<file path="src/rtl/morse_pkg.sv">
// Shared constants, live-indicator encodings, the output character record
// and the Morse code table used by the decoder.
package morse_pkg;

  localparam logic [7:0] ASCII_ERR = 8'h3F;
  localparam logic [7:0] ASCII_SPC = 8'h20;

  localparam logic [1:0] ELEM_IDLE = 2'b00;
  localparam logic [1:0] ELEM_DOT  = 2'b01;
  localparam logic [1:0] ELEM_DASH = 2'b10;
  localparam logic [1:0] ELEM_PEND = 2'b11;

  typedef struct packed {
    logic       err;
    logic [7:0] ch;
  } charRsp_t;

  // Dash = 1, first element sits in bit len-1. Returns {hit, ascii}.
  function automatic logic [8:0] decode(input logic [7:0] pattern, input logic [2:0] len);
    logic [8:0] r;
    r = '0;
    case ({len, pattern})
      {3'd1, 8'b0}:    r = {1'b1, "E"};
      {3'd1, 8'b1}:    r = {1'b1, "T"};
      {3'd2, 8'b00}:   r = {1'b1, "I"};
      {3'd2, 8'b01}:   r = {1'b1, "A"};
      {3'd2, 8'b10}:   r = {1'b1, "N"};
      {3'd2, 8'b11}:   r = {1'b1, "M"};
      {3'd3, 8'b000}:  r = {1'b1, "S"};
      {3'd3, 8'b001}:  r = {1'b1, "U"};
      {3'd3, 8'b010}:  r = {1'b1, "R"};
      {3'd3, 8'b011}:  r = {1'b1, "W"};
      {3'd3, 8'b100}:  r = {1'b1, "D"};
      {3'd3, 8'b101}:  r = {1'b1, "K"};
      {3'd3, 8'b110}:  r = {1'b1, "G"};
      {3'd3, 8'b111}:  r = {1'b1, "O"};
      {3'd4, 8'b0000}: r = {1'b1, "H"};
      {3'd4, 8'b0001}: r = {1'b1, "V"};
      {3'd4, 8'b0010}: r = {1'b1, "F"};
      {3'd4, 8'b0100}: r = {1'b1, "L"};
      {3'd4, 8'b0110}: r = {1'b1, "P"};
      {3'd4, 8'b0111}: r = {1'b1, "J"};
      {3'd4, 8'b1000}: r = {1'b1, "B"};
      {3'd4, 8'b1001}: r = {1'b1, "X"};
      {3'd4, 8'b1010}: r = {1'b1, "C"};
      {3'd4, 8'b1011}: r = {1'b1, "Y"};
      {3'd4, 8'b1100}: r = {1'b1, "Z"};
      {3'd4, 8'b1101}: r = {1'b1, "Q"};
      {3'd5, 8'b11111}: r = {1'b1, "0"};
      {3'd5, 8'b01111}: r = {1'b1, "1"};
      {3'd5, 8'b00111}: r = {1'b1, "2"};
      {3'd5, 8'b00011}: r = {1'b1, "3"};
      {3'd5, 8'b00001}: r = {1'b1, "4"};
      {3'd5, 8'b00000}: r = {1'b1, "5"};
      {3'd5, 8'b10000}: r = {1'b1, "6"};
      {3'd5, 8'b11000}: r = {1'b1, "7"};
      {3'd5, 8'b11100}: r = {1'b1, "8"};
      {3'd5, 8'b11110}: r = {1'b1, "9"};
      default:          r = '0;
    endcase
    return r;
  endfunction

endpackage

</file>
<file path="src/rtl/morse_decoder_if.sv">
// Character output channel: valid/ready handshake plus status indicators.
interface morse_decoder_if;
  logic       RdyI;
  logic [7:0] CharY;
  logic       ValidY;
  logic       ErrorY;
  logic       OvfY;
  logic [1:0] ElemY;
  logic [2:0] LenY;

  modport master (input RdyI, output CharY, ValidY, ErrorY, OvfY, ElemY, LenY);
  modport slave  (output RdyI, input CharY, ValidY, ErrorY, OvfY, ElemY, LenY);
endinterface

</file>
<file path="src/rtl/morse_debounce.sv">
// Key conditioning: two-flop synchroniser followed by a stable-count filter.
// K only follows the synchronised key after DEB_CYC consecutive differing
// samples; kRise/kFall are high for the first clock of the new K level.
module morse_debounce #(
  parameter int DEB_CYC = 16
) (
  input  logic C,
  input  logic rstN,
  input  logic aM,
  output logic K,
  output logic kRise,
  output logic kFall
);
  localparam int CW = $clog2(DEB_CYC + 1);

  logic          s1, s2;
  logic [CW-1:0] cnt;

  // Bring the raw key into the clock domain.
  always_ff @(posedge C or negedge rstN) begin
    if (!rstN) begin
      s1 <= 1'b0;
      s2 <= 1'b0;
    end else begin
      s1 <= aM;
      s2 <= s1;
    end
  end

  // Accept a new level once it has differed from K for DEB_CYC samples.
  always_ff @(posedge C or negedge rstN) begin
    if (!rstN) begin
      cnt   <= '0;
      K     <= 1'b0;
      kRise <= 1'b0;
      kFall <= 1'b0;
    end else begin
      kRise <= 1'b0;
      kFall <= 1'b0;
      if (s2 == K) begin
        cnt <= '0;
      end else if (cnt == CW'(DEB_CYC - 1)) begin
        cnt   <= '0;
        K     <= s2;
        kRise <= s2;
        kFall <= ~s2;
      end else begin
        cnt <= cnt + 1'b1;
      end
    end
  end
endmodule

</file>
<file path="src/rtl/morse_decoder.sv">
// Morse key decoder: measures marks/spaces in units of CLK_DIV clocks,
// assembles dot/dash patterns, looks them up and hands characters (and word
// spaces) out through a single-entry valid/ready register.
module morse_decoder
  import morse_pkg::*;
#(
  parameter int CLK_DIV  = 12_500_000,
  parameter int DASH_T   = 4,
  parameter int GAP_T    = 7,
  parameter int WORD_T   = 14,
  parameter int MAX_ELEM = 6,
  parameter int DEB_CYC  = 16
) (
  input  logic            C,
  input  logic            aRn,
  input  logic            aM,
  morse_decoder_if.master bus
);
  localparam int TW = (CLK_DIV > 1) ? $clog2(CLK_DIV) : 1;
  localparam int MW = $clog2(DASH_T + 1);
  localparam int GW = $clog2(WORD_T + 1);

  logic          rstN;
  logic          K, kRise, kFall, kEdge;
  logic [TW-1:0] tickCnt;
  logic          tick;
  logic [MW-1:0] markCnt;
  logic [GW-1:0] gapCnt;
  logic          gapStep, symEnd, wordEnd, emit;
  logic [7:0]    pattern;
  logic [3:0]    lenCnt;
  logic          longF, spcArm;
  logic [8:0]    lookup;
  charRsp_t      emitRsp;

  // Release reset one clock after aRn rises; assertion stays asynchronous.
  always_ff @(posedge C or negedge aRn) begin
    if (!aRn) rstN <= 1'b0;
    else      rstN <= 1'b1;
  end

  morse_debounce #(.DEB_CYC(DEB_CYC)) uDeb (
    .C(C), .rstN(rstN), .aM(aM), .K(K), .kRise(kRise), .kFall(kFall)
  );

  assign kEdge = kRise | kFall;
  // The edge clock restarts the unit so its stale count never ticks.
  assign tick  = ~kEdge & (tickCnt == TW'(CLK_DIV - 1));

  // Unit timer, phase-aligned to every K edge.
  always_ff @(posedge C or negedge rstN) begin
    if (!rstN)              tickCnt <= '0;
    else if (kEdge || tick) tickCnt <= '0;
    else                    tickCnt <= tickCnt + 1'b1;
  end

  // Mark length in units, saturating once a dash is established.
  always_ff @(posedge C or negedge rstN) begin
    if (!rstN)                                 markCnt <= '0;
    else if (kRise)                            markCnt <= '0;
    else if (tick && K && markCnt != MW'(DASH_T)) markCnt <= markCnt + 1'b1;
  end

  assign gapStep = tick & ~K & (gapCnt != GW'(WORD_T));
  assign symEnd  = gapStep & (gapCnt == GW'(GAP_T - 1)) & (lenCnt != 4'd0);
  assign wordEnd = gapStep & (gapCnt == GW'(WORD_T - 1)) & spcArm;
  assign emit    = symEnd | wordEnd;

  // Space length in units, saturating at the word threshold.
  always_ff @(posedge C or negedge rstN) begin
    if (!rstN)        gapCnt <= '0;
    else if (kRise)   gapCnt <= '0;
    else if (gapStep) gapCnt <= gapCnt + 1'b1;
  end

  // Shift in each finished element; too many elements poison the symbol.
  always_ff @(posedge C or negedge rstN) begin
    if (!rstN) begin
      pattern <= '0;
      lenCnt  <= '0;
      longF   <= 1'b0;
    end else if (symEnd) begin
      pattern <= '0;
      lenCnt  <= '0;
      longF   <= 1'b0;
    end else if (kFall) begin
      pattern <= {pattern[6:0], markCnt == MW'(DASH_T)};
      if (lenCnt < 4'(MAX_ELEM)) lenCnt <= lenCnt + 1'b1;
      else                       longF  <= 1'b1;
    end
  end

  // A word space is only owed after a character has been produced.
  always_ff @(posedge C or negedge rstN) begin
    if (!rstN)        spcArm <= 1'b0;
    else if (symEnd)  spcArm <= 1'b1;
    else if (wordEnd) spcArm <= 1'b0;
  end

  assign lookup = decode(pattern, lenCnt[2:0]);

  // Select what gets emitted this clock: decoded symbol, '?' or a space.
  always_comb begin
    emitRsp = '{err: 1'b0, ch: ASCII_SPC};
    if (symEnd) begin
      if (lookup[8] && !longF && !lenCnt[3]) emitRsp = '{err: 1'b0, ch: lookup[7:0]};
      else                                   emitRsp = '{err: 1'b1, ch: ASCII_ERR};
    end
  end

  // Single-entry output register; a character arriving while it is full
  // and not being drained is lost and flagged.
  always_ff @(posedge C or negedge rstN) begin
    if (!rstN) begin
      bus.CharY  <= 8'h00;
      bus.ErrorY <= 1'b0;
      bus.ValidY <= 1'b0;
      bus.OvfY   <= 1'b0;
    end else begin
      if (emit && (!bus.ValidY || bus.RdyI)) begin
        bus.CharY  <= emitRsp.ch;
        bus.ErrorY <= emitRsp.err;
        bus.ValidY <= 1'b1;
      end else if (bus.ValidY && bus.RdyI) begin
        bus.ValidY <= 1'b0;
      end
      if (emit && bus.ValidY && !bus.RdyI) bus.OvfY <= 1'b1;
    end
  end

  // Live indicator of the element/symbol in progress.
  always_comb begin
    bus.ElemY = ELEM_IDLE;
    if (K) bus.ElemY = (markCnt == MW'(DASH_T)) ? ELEM_DASH : ELEM_DOT;
    else if (lenCnt != 4'd0) bus.ElemY = ELEM_PEND;
  end

  assign bus.LenY = lenCnt[3] ? 3'd7 : lenCnt[2:0];
endmodule

</file>
<file path="src/flat_wrapper.sv">
// flat-port wrapper written by rule: the top's interface ports become plain ports
module morse_decoder_flat import morse_pkg::*;
#(
  parameter int CLK_DIV  = 12_500_000,
  parameter int DASH_T   = 4,
  parameter int GAP_T    = 7,
  parameter int WORD_T   = 14,
  parameter int MAX_ELEM = 6,
  parameter int DEB_CYC  = 16
)
  (C, aRn, aM, bus_RdyI, bus_CharY, bus_ValidY, bus_ErrorY, bus_OvfY, bus_ElemY, bus_LenY);
  morse_decoder_if bus_i ();
  input  logic C;
  input  logic aRn;
  input  logic aM;
  input wire logic [$bits(bus_i.RdyI)-1:0] bus_RdyI;
  output wire logic [$bits(bus_i.CharY)-1:0] bus_CharY;
  output wire logic [$bits(bus_i.ValidY)-1:0] bus_ValidY;
  output wire logic [$bits(bus_i.ErrorY)-1:0] bus_ErrorY;
  output wire logic [$bits(bus_i.OvfY)-1:0] bus_OvfY;
  output wire logic [$bits(bus_i.ElemY)-1:0] bus_ElemY;
  output wire logic [$bits(bus_i.LenY)-1:0] bus_LenY;
  assign bus_i.RdyI = bus_RdyI;
  assign bus_CharY = bus_i.CharY;
  assign bus_ValidY = bus_i.ValidY;
  assign bus_ErrorY = bus_i.ErrorY;
  assign bus_OvfY = bus_i.OvfY;
  assign bus_ElemY = bus_i.ElemY;
  assign bus_LenY = bus_i.LenY;
  morse_decoder #(.CLK_DIV(CLK_DIV), .DASH_T(DASH_T), .GAP_T(GAP_T), .WORD_T(WORD_T), .MAX_ELEM(MAX_ELEM), .DEB_CYC(DEB_CYC)) u_core (.C(C), .aRn(aRn), .aM(aM), .bus(bus_i));
endmodule
</file>
<file path="config.mk">
export PLATFORM = sky130hd
export DESIGN_NAME = morse_decoder_flat
export DESIGN_NICKNAME = d
export VERILOG_FILES = /design/src/rtl/morse_pkg.sv /design/src/rtl/morse_decoder_if.sv /design/src/rtl/morse_debounce.sv /design/src/rtl/morse_decoder.sv /design/src/flat_wrapper.sv
export SDC_FILE = /design/constraint.sdc
export NUM_CORES = 1
export LEC_CHECK = 0
export BUFFER_PORTS_ARGS = -buffer_cell sky130_fd_sc_hd__buf_2
export CAP_MARGIN = 20
export CORE_MARGIN = 2
export CORE_UTILIZATION = 35
export DETAILED_ROUTE_END_ITERATION = 7
export PLACE_DENSITY = 0.54
export SETUP_SLACK_MARGIN = 0.05
export SYNTH_ARGS = -nofsm -noshare
export SYNTH_HDL_FRONTEND = slang
export SYNTH_HIERARCHICAL = 1
export SYNTH_SLANG_ARGS = --single-unit
</file>
<file path="constraint.sdc">
create_clock -name C -period 1.96 [get_ports C]
set_clock_uncertainty 0.15 [all_clocks]
set_input_delay 0.49 -clock C [delete_from_list [all_inputs] [get_ports C]]
set_output_delay 0.49 -clock C [all_outputs]
set_load 0.05 [all_outputs]
</file>
==> results of run 1 <==
==> kinds of logic (layout without fill, tap and decap cells) <==
family,after synthesis,in the layout,synth area share (%)
DFF,66,66,43.9
adders and majority gates,12,12,3.99
xor gates and xnor gates,32,32,7.44
AOI/OAI and AO/OA,60,60,11.0
other,2,2,0.199
muxes,12,12,3.36
and+or+nand+nor,179,179,26.9
buffers and inverters,30,156,3.26
==> area by class of cell <==
type                    instances  area [um2]
multi-input cells             297        2250
flip-flops and latches         66        1660
well taps                     136         170
repair buffers                127        1030
clock inverters                 4        51.3
inverters                      13        53.8
fillers                       990        5010
clock buffers                  12         145
==> per-layer routing <==
layer  wire length (um)  part of all wire (%)
met1               4380                    47
met2               4630                    49
met3                233                   2.5
met4                122                   1.3
met5                  0                     0
==> cell usage in the layout (no fill, tap or decap), types with 4 or more instances in the layout <==
cell type  instances
a21o_1             4
inv_1              9
nand2_2            8
clkbuf_8          10
dfrtp_1           63
nand4_1           12
a22oi_1            4
o21ai_0            7
o21ai_1            4
nand2_1           24
a21oi_1            9
and2_1             4
nor2_1            41
xor2_1            22
nand3_1           16
nor2_2             9
buf_2             13
and3_1             4
buf_4             93
buf_6             13
ha_1               7
o211ai_1           6
buf_8              5
a31oi_1            4
nor4b_4            5
nor2b_1           11
xnor2_1            8
nor2_4             5
nand2b_1           5
mux2i_1           10
==> power groups by stage <==
stage	logic, mW	registers [mW]	clock network (mW)
floorplan	0.0505	1.49	0
global placement	0.134	1.46	0
detailed placement	0.138	1.46	0
CTS	0.150	1.44	1.19
global route	0.169	1.44	1.24
finish	0.148	1.44	1.14
==> cell usage after synthesis (2+ instances only) <==
library cell	number
and4_1	2
o22ai_1	2
nor4b_4	3
nor3_2	2
xor2_1	22
nand4_1	12
nand2b_1	6
a31oi_1	4
a22oi_1	4
dfrtp_1	66
and3_1	5
a21oi_1	11
nor4b_2	2
o211ai_1	6
nor4_1	4
or2_2	5
nand3_1	17
ha_1	12
a21o_1	4
nor3b_1	3
inv_1	13
buf_2	5
conb_1	2
o21ai_0	11
nor2b_1	11
and2_1	7
nor2_1	54
clkbuf_1	11
nand2_1	33
mux2i_1	10
or3_1	2
a32oi_1	2
xnor2_1	10
nor3_1	2
==> final timing paths <==
kind	startpoint	to	slack (ps)	depth (start not counted)
worst min register to register	u_core/rstN	u_core/tickCnt[20]	120	1
worst min-delay path	aM	u_core/uDeb/s1	100	1
worst max register to register	u_core/tickCnt[5]	u_core/bus.OvfY	-230	7
min in group asynchronous	u_core/rstN	u_core/tickCnt[20]	120	1
worst max-delay path	u_core/tickCnt[5]	u_core/bus.OvfY	-230	7
max in group asynchronous	u_core/rstN	u_core/lenCnt[0]	1220	1
==> flip-flops by register name, summed over array words and instances (netlist names) <==
signal	count
u_core/lenCnt	4
u_core/pattern	8
u_core/longF	1
u_core/rstN	1
u_core/markCnt	3
u_core/bus.OvfY	1
u_core/uDeb/s1	1
u_core/spcArm	1
u_core/uDeb/cnt	5
u_core/bus.ErrorY	1
u_core/uDeb/kRise	1
u_core/uDeb/kFall	1
u_core/tickCnt	24
u_core/uDeb/K	1
u_core/bus.CharY	7
u_core/uDeb/s2	1
u_core/bus.ValidY	1
u_core/gapCnt	4
==> repair_timing <==
action | in CTS | in global routing
gates resized for setup | 41 | 55
pin swaps | 11 | 34
hold buffers | 1 | 0
setup buffers | 9 | 11
endpoints found under the setup margin | 38 | 50
hold endpoints to repair | 1 | 0
gates cloned | 1 | 1
==> flow_metrics.tcl, run 1 <==
set metrics [dict create \
    status "complete, but fails checks" \
    violations "negative setup slack" \
    endpoint_kind "register" \
    use_met1_pct 22.1 \
    busiest_layer "met2" \
    clkPwrFrac_pct 41.8 \
    fin_cells 655 \
    die-area_um2 11600 \
    ys_types 62 \
    finalWorstSetupSlack_ps -234 \
    peakVddDrop_v 0.000253 \
    ys_seq_area_share_pct 43.9 \
    dpl_cell_area_um2 4720 \
    fin_util_pct 51.7 \
    ys.flop_type "dfrtp_1" \
    use_met3_pct 3.57 \
    rsz0062_at_grt "yes" \
    cts-htree-levels 3 \
    grt_pass1_wl_um 15600 \
    root_buffer "clkbuf_8" \
    period_share_pct 112 \
    postSynthAreaPerCell_um2 9.58 \
    crit_slowest_cell "dfrtp_1" \
    grt_max_degree 66 \
    async_reset_ff_share_pct 100 \
    place.gp.congestion 0.805 \
    dp.cells 622 \
    min_path_type "in2reg" \
    drtIter0Drc 129 \
    antenna_found_initial 0 \
    swShare_pct 23.4 \
    fp-row-count 37 \
    critPathBufInv 1 \
    synth_area_um2 3770 \
    drive_gt1_share_pct 41.2 \
    period_needed_ps 2190 \
    grt_use_met2_pct 28.3 \
    synth.largest_area_cell "dfrtp_1" \
    setup_viol 35 \
    synth_nets 409 \
    wl_um 9370 \
    die_x_um 108 \
    dpl.hpwl_um 6470 \
    antenna_cells 0 \
    grt_util_all_layers_pct 17.1 \
    fmax_mhz 456 \
    insertion_delay_ps 350 \
    vias_per_cell 4.88 \
    pre_cts_ws_ps -243 \
    setup_tns_ps -4080 \
    tritoncts "done" \
    clk_pin_slew_ps 70 \
    routedWlPerCell_um 14.3 \
    finalPower_mw 2.73 \
    synth-edff-count 0 \
    ys_ff_latch 66 \
    drc_errors 0 \
    crit_path_max_fanout 3 \
    initial_core_util_pct 36.3 \
    num-nets-final 530 \
    postLayoutCellArea_um2 5360 \
    cts.path.max_buffers 2 \
    cp.arrival_ps 2310 \
    vias 3199 \
    synth.yosys.warnings 6 \
    area_delta_synth_final_pct 42.4 \
    die_height_um 108 \
    pwr-share-seq_pct 52.7 \
    netlist_top_cells_area "dfrtp_1 (44%), nor2_1 (5.4%), xor2_1 (5.1%)" \
    cts_buffers 9 \
    synth_cells 393 \
    criticalPathCategory "reg2reg" \
    finalHoldViolCount 0 \
    cts_sinks 66 \
    max_stage_delay_ps 410 \
    p_leak_nw 2.63 \
    maxCapViolations 0 \
    gr-total-overflow 0 \
    grt_pass1_vias 3383 \
    crit_chain "nor4b_4, nand4_4, buf_6, nor3_4, nand2_2, or3_1, o211ai_1" \
    firstDrtPassIters 4 \
    synth_top_area_share_pct 43.9 \
    port_buffers 18 \
    num_io_pins 20 \
    slew_violations 0 \
    p_per_area_nw_per_um2 508 \
    ant_nets 0 \
    finalHoldWorstSlack_ps 96.4 \
    path_delay_family "simple AND/OR/NAND/NOR gates" \
    p_sw_mw 0.639 \
    coreArea_um2 10400 \
    cellInternalPower_mw 2.09 \
    worstSetupStartpointType "register" \
    comb_power_share_pct 5.4 \
    crit_required_ps 2080 \
]
Note: power is estimated with default switching activity, not from simulation.
==> run 2, diff against run 1 <==
Settings changed: CORE_MARGIN 2 to unset.
==> flow_metrics.tcl, run 2 (synthesis results as in run 1) <==
set metrics [dict create \
    criticalPathCategory "reg2out" \
    drtIter0Drc 94 \
    comb_power_share_pct 5.2 \
    cts_sinks 66 \
    num-nets-final 527 \
    coreArea_um2 10400 \
    die-area_um2 11200 \
    insertion_delay_ps 340 \
    p_leak_nw 2.63 \
    clkPwrFrac_pct 47.3 \
    p_per_area_nw_per_um2 547 \
    regMostFlops "u_core/tickCnt" \
    crit_path_max_fanout 2 \
    regArea_um2 1650 \
    pre_cts_ws_ps -170 \
    finalHoldWorstSlack_ps 97.6 \
    clk_pin_slew_ps 80 \
    grt_pass1_vias 3242 \
    port_buffers 18 \
    finalWorstSetupSlack_ps -203 \
    setup_viol 36 \
    place.gp.congestion 0.827 \
    setup_tns_ps -2500 \
    multi_input_comb_area_um2 2310 \
    final_common_cell "buf_4" \
    drive_gt1_share_pct 41.5 \
    worstSetupStartpointType "register" \
    slew_violations 0 \
    crit_required_ps 1320 \
    root_buffer "clkbuf_8" \
    mostFrequentLayoutCells "buf_4 (83), dfrtp_1 (64), nor2_1 (41)" \
    cp.arrival_ps 1520 \
    fmax_mhz 462 \
    antenna_cells 0 \
    gr-total-overflow 0 \
    peakVddDrop_v 0.000388 \
    vias_per_cell 4.97 \
    cellInternalPower_mw 2.33 \
    drc_errors 0 \
    p_sw_mw 0.682 \
    cts.path.max_buffers 2 \
    rsz0062_at_grt "yes" \
    die_height_um 106 \
    firstDrtPassIters 4 \
    tritoncts "done" \
    min_path_type "in2reg" \
    maxCapViolations 0 \
    dpl.hpwl_um 6390 \
    pwr-share-seq_pct 47.6 \
    violations "negative setup slack" \
    swShare_pct 22.7 \
    grt_max_degree 66 \
    area_delta_synth_final_pct 46.2 \
    initial_core_util_pct 36.3 \
    num_io_pins 20 \
    wl_um 9300 \
    period_share_pct 110 \
    grt_util_all_layers_pct 17.6 \
    endpoint_kind "primary output" \
    reg_top3 "u_core/tickCnt (24), u_core/pattern (8), u_core/bus.CharY (7)" \
    grt_pass1_wl_um 15500 \
    status "complete, but fails checks" \
    ant_nets 0 \
    cts-htree-levels 3 \
    period_needed_ps 2160 \
    finalHoldViolCount 0 \
    largest_register_ff_count 24 \
    vias 3243 \
    antenna_found_initial 0 \
    finalPower_mw 3.01 \
    fillCellCount 929 \
    fin_util_pct 53.1 \
    die_x_um 106 \
    fp-row-count 37 \
    cts_buffers 9 \
    routedWlPerCell_um 14.3 \
]
## run 2: cell count changes in the layout (fill, tap and decap cells not counted), moves of 4 or more
cell,previous run,this run
buf_12,2,6
buf_4,93,83
buf_6,13,17
nand2_1,24,28
nand2_2,8,3
nor2_2,9,5
nor2_4,5,9
## run 2: path summary, 6_finish.rpt
kind	start	endpoint	slack, ps	cells past startpoint
max in group asynchronous	u_core/rstN	u_core/lenCnt[2]	1220	1
setup / recovery	u_core/lenCnt[1]	bus_ElemY[1]	-200	6
hold / removal	aM	u_core/uDeb/s1	100	1
setup reg to reg	u_core/lenCnt[0]	u_core/bus.CharY[0]	-190	10
hold reg to reg	u_core/rstN	u_core/tickCnt[19]	130	1
min in group asynchronous	u_core/rstN	u_core/tickCnt[19]	130	1
## run 2: what timing repair did
| action | in CTS | in global routing |
|---|---|---|
| hold buffers | 1 | 0 |
| pin swaps | 30 | 38 |
| setup endpoints to repair | 36 | 45 |
| setup buffers | 15 | 6 |
| endpoints found under the hold margin | 1 | 0 |
| gates cloned | 1 | 0 |
| resized for setup | 52 | 49 |
## run 2: power groups by stage
stage	clock network [mW]	registers [mW]	logic, mW
global placement	0	1.46	0.153
finish	1.42	1.43	0.155
floorplan	0	1.49	0.0505
CTS	1.47	1.43	0.157
global route	1.53	1.44	0.175
detailed placement	0	1.46	0.156
## run 2: final cells by class
class                           instances  share of cell area (%)
Sequential cell                        66                    30.0
Clock buffer                            9                    2.25
Inverter                               13                   0.931
Multi-Input combinational cell        297                    42.0
Timing Repair Buffer                  124                    19.4
Tap cell                              136                    3.09
Clock inverter                          7                    2.27
## run 2: layer usage
metal | GRT usage, % | wire, um | vias to the layer above
li1 | - | - | 1605
met1 | 23.5 | 4320 | 1571
met2 | 27.9 | 4510 | 50
met3 | 3.83 | 298 | 17
met4 | 6.25 | 166 | 0
met5 | 0 | 0 | -
## run 2: per-stage QoR
stage,area [um2],cells
after floorplan,3820,393
after global placement,4700,616
after detailed placement,4700,616
after CTS,5310,649
after global routing,5510,652
final,5510,652
## run 2: critical path, stage by stage, from the launching register on
cell and delay [ps]:
dfrtp_1 400, inv_2 100, ha_4 160, a21oi_4 60, buf_6 110, a31o_4 200, buf_8 140
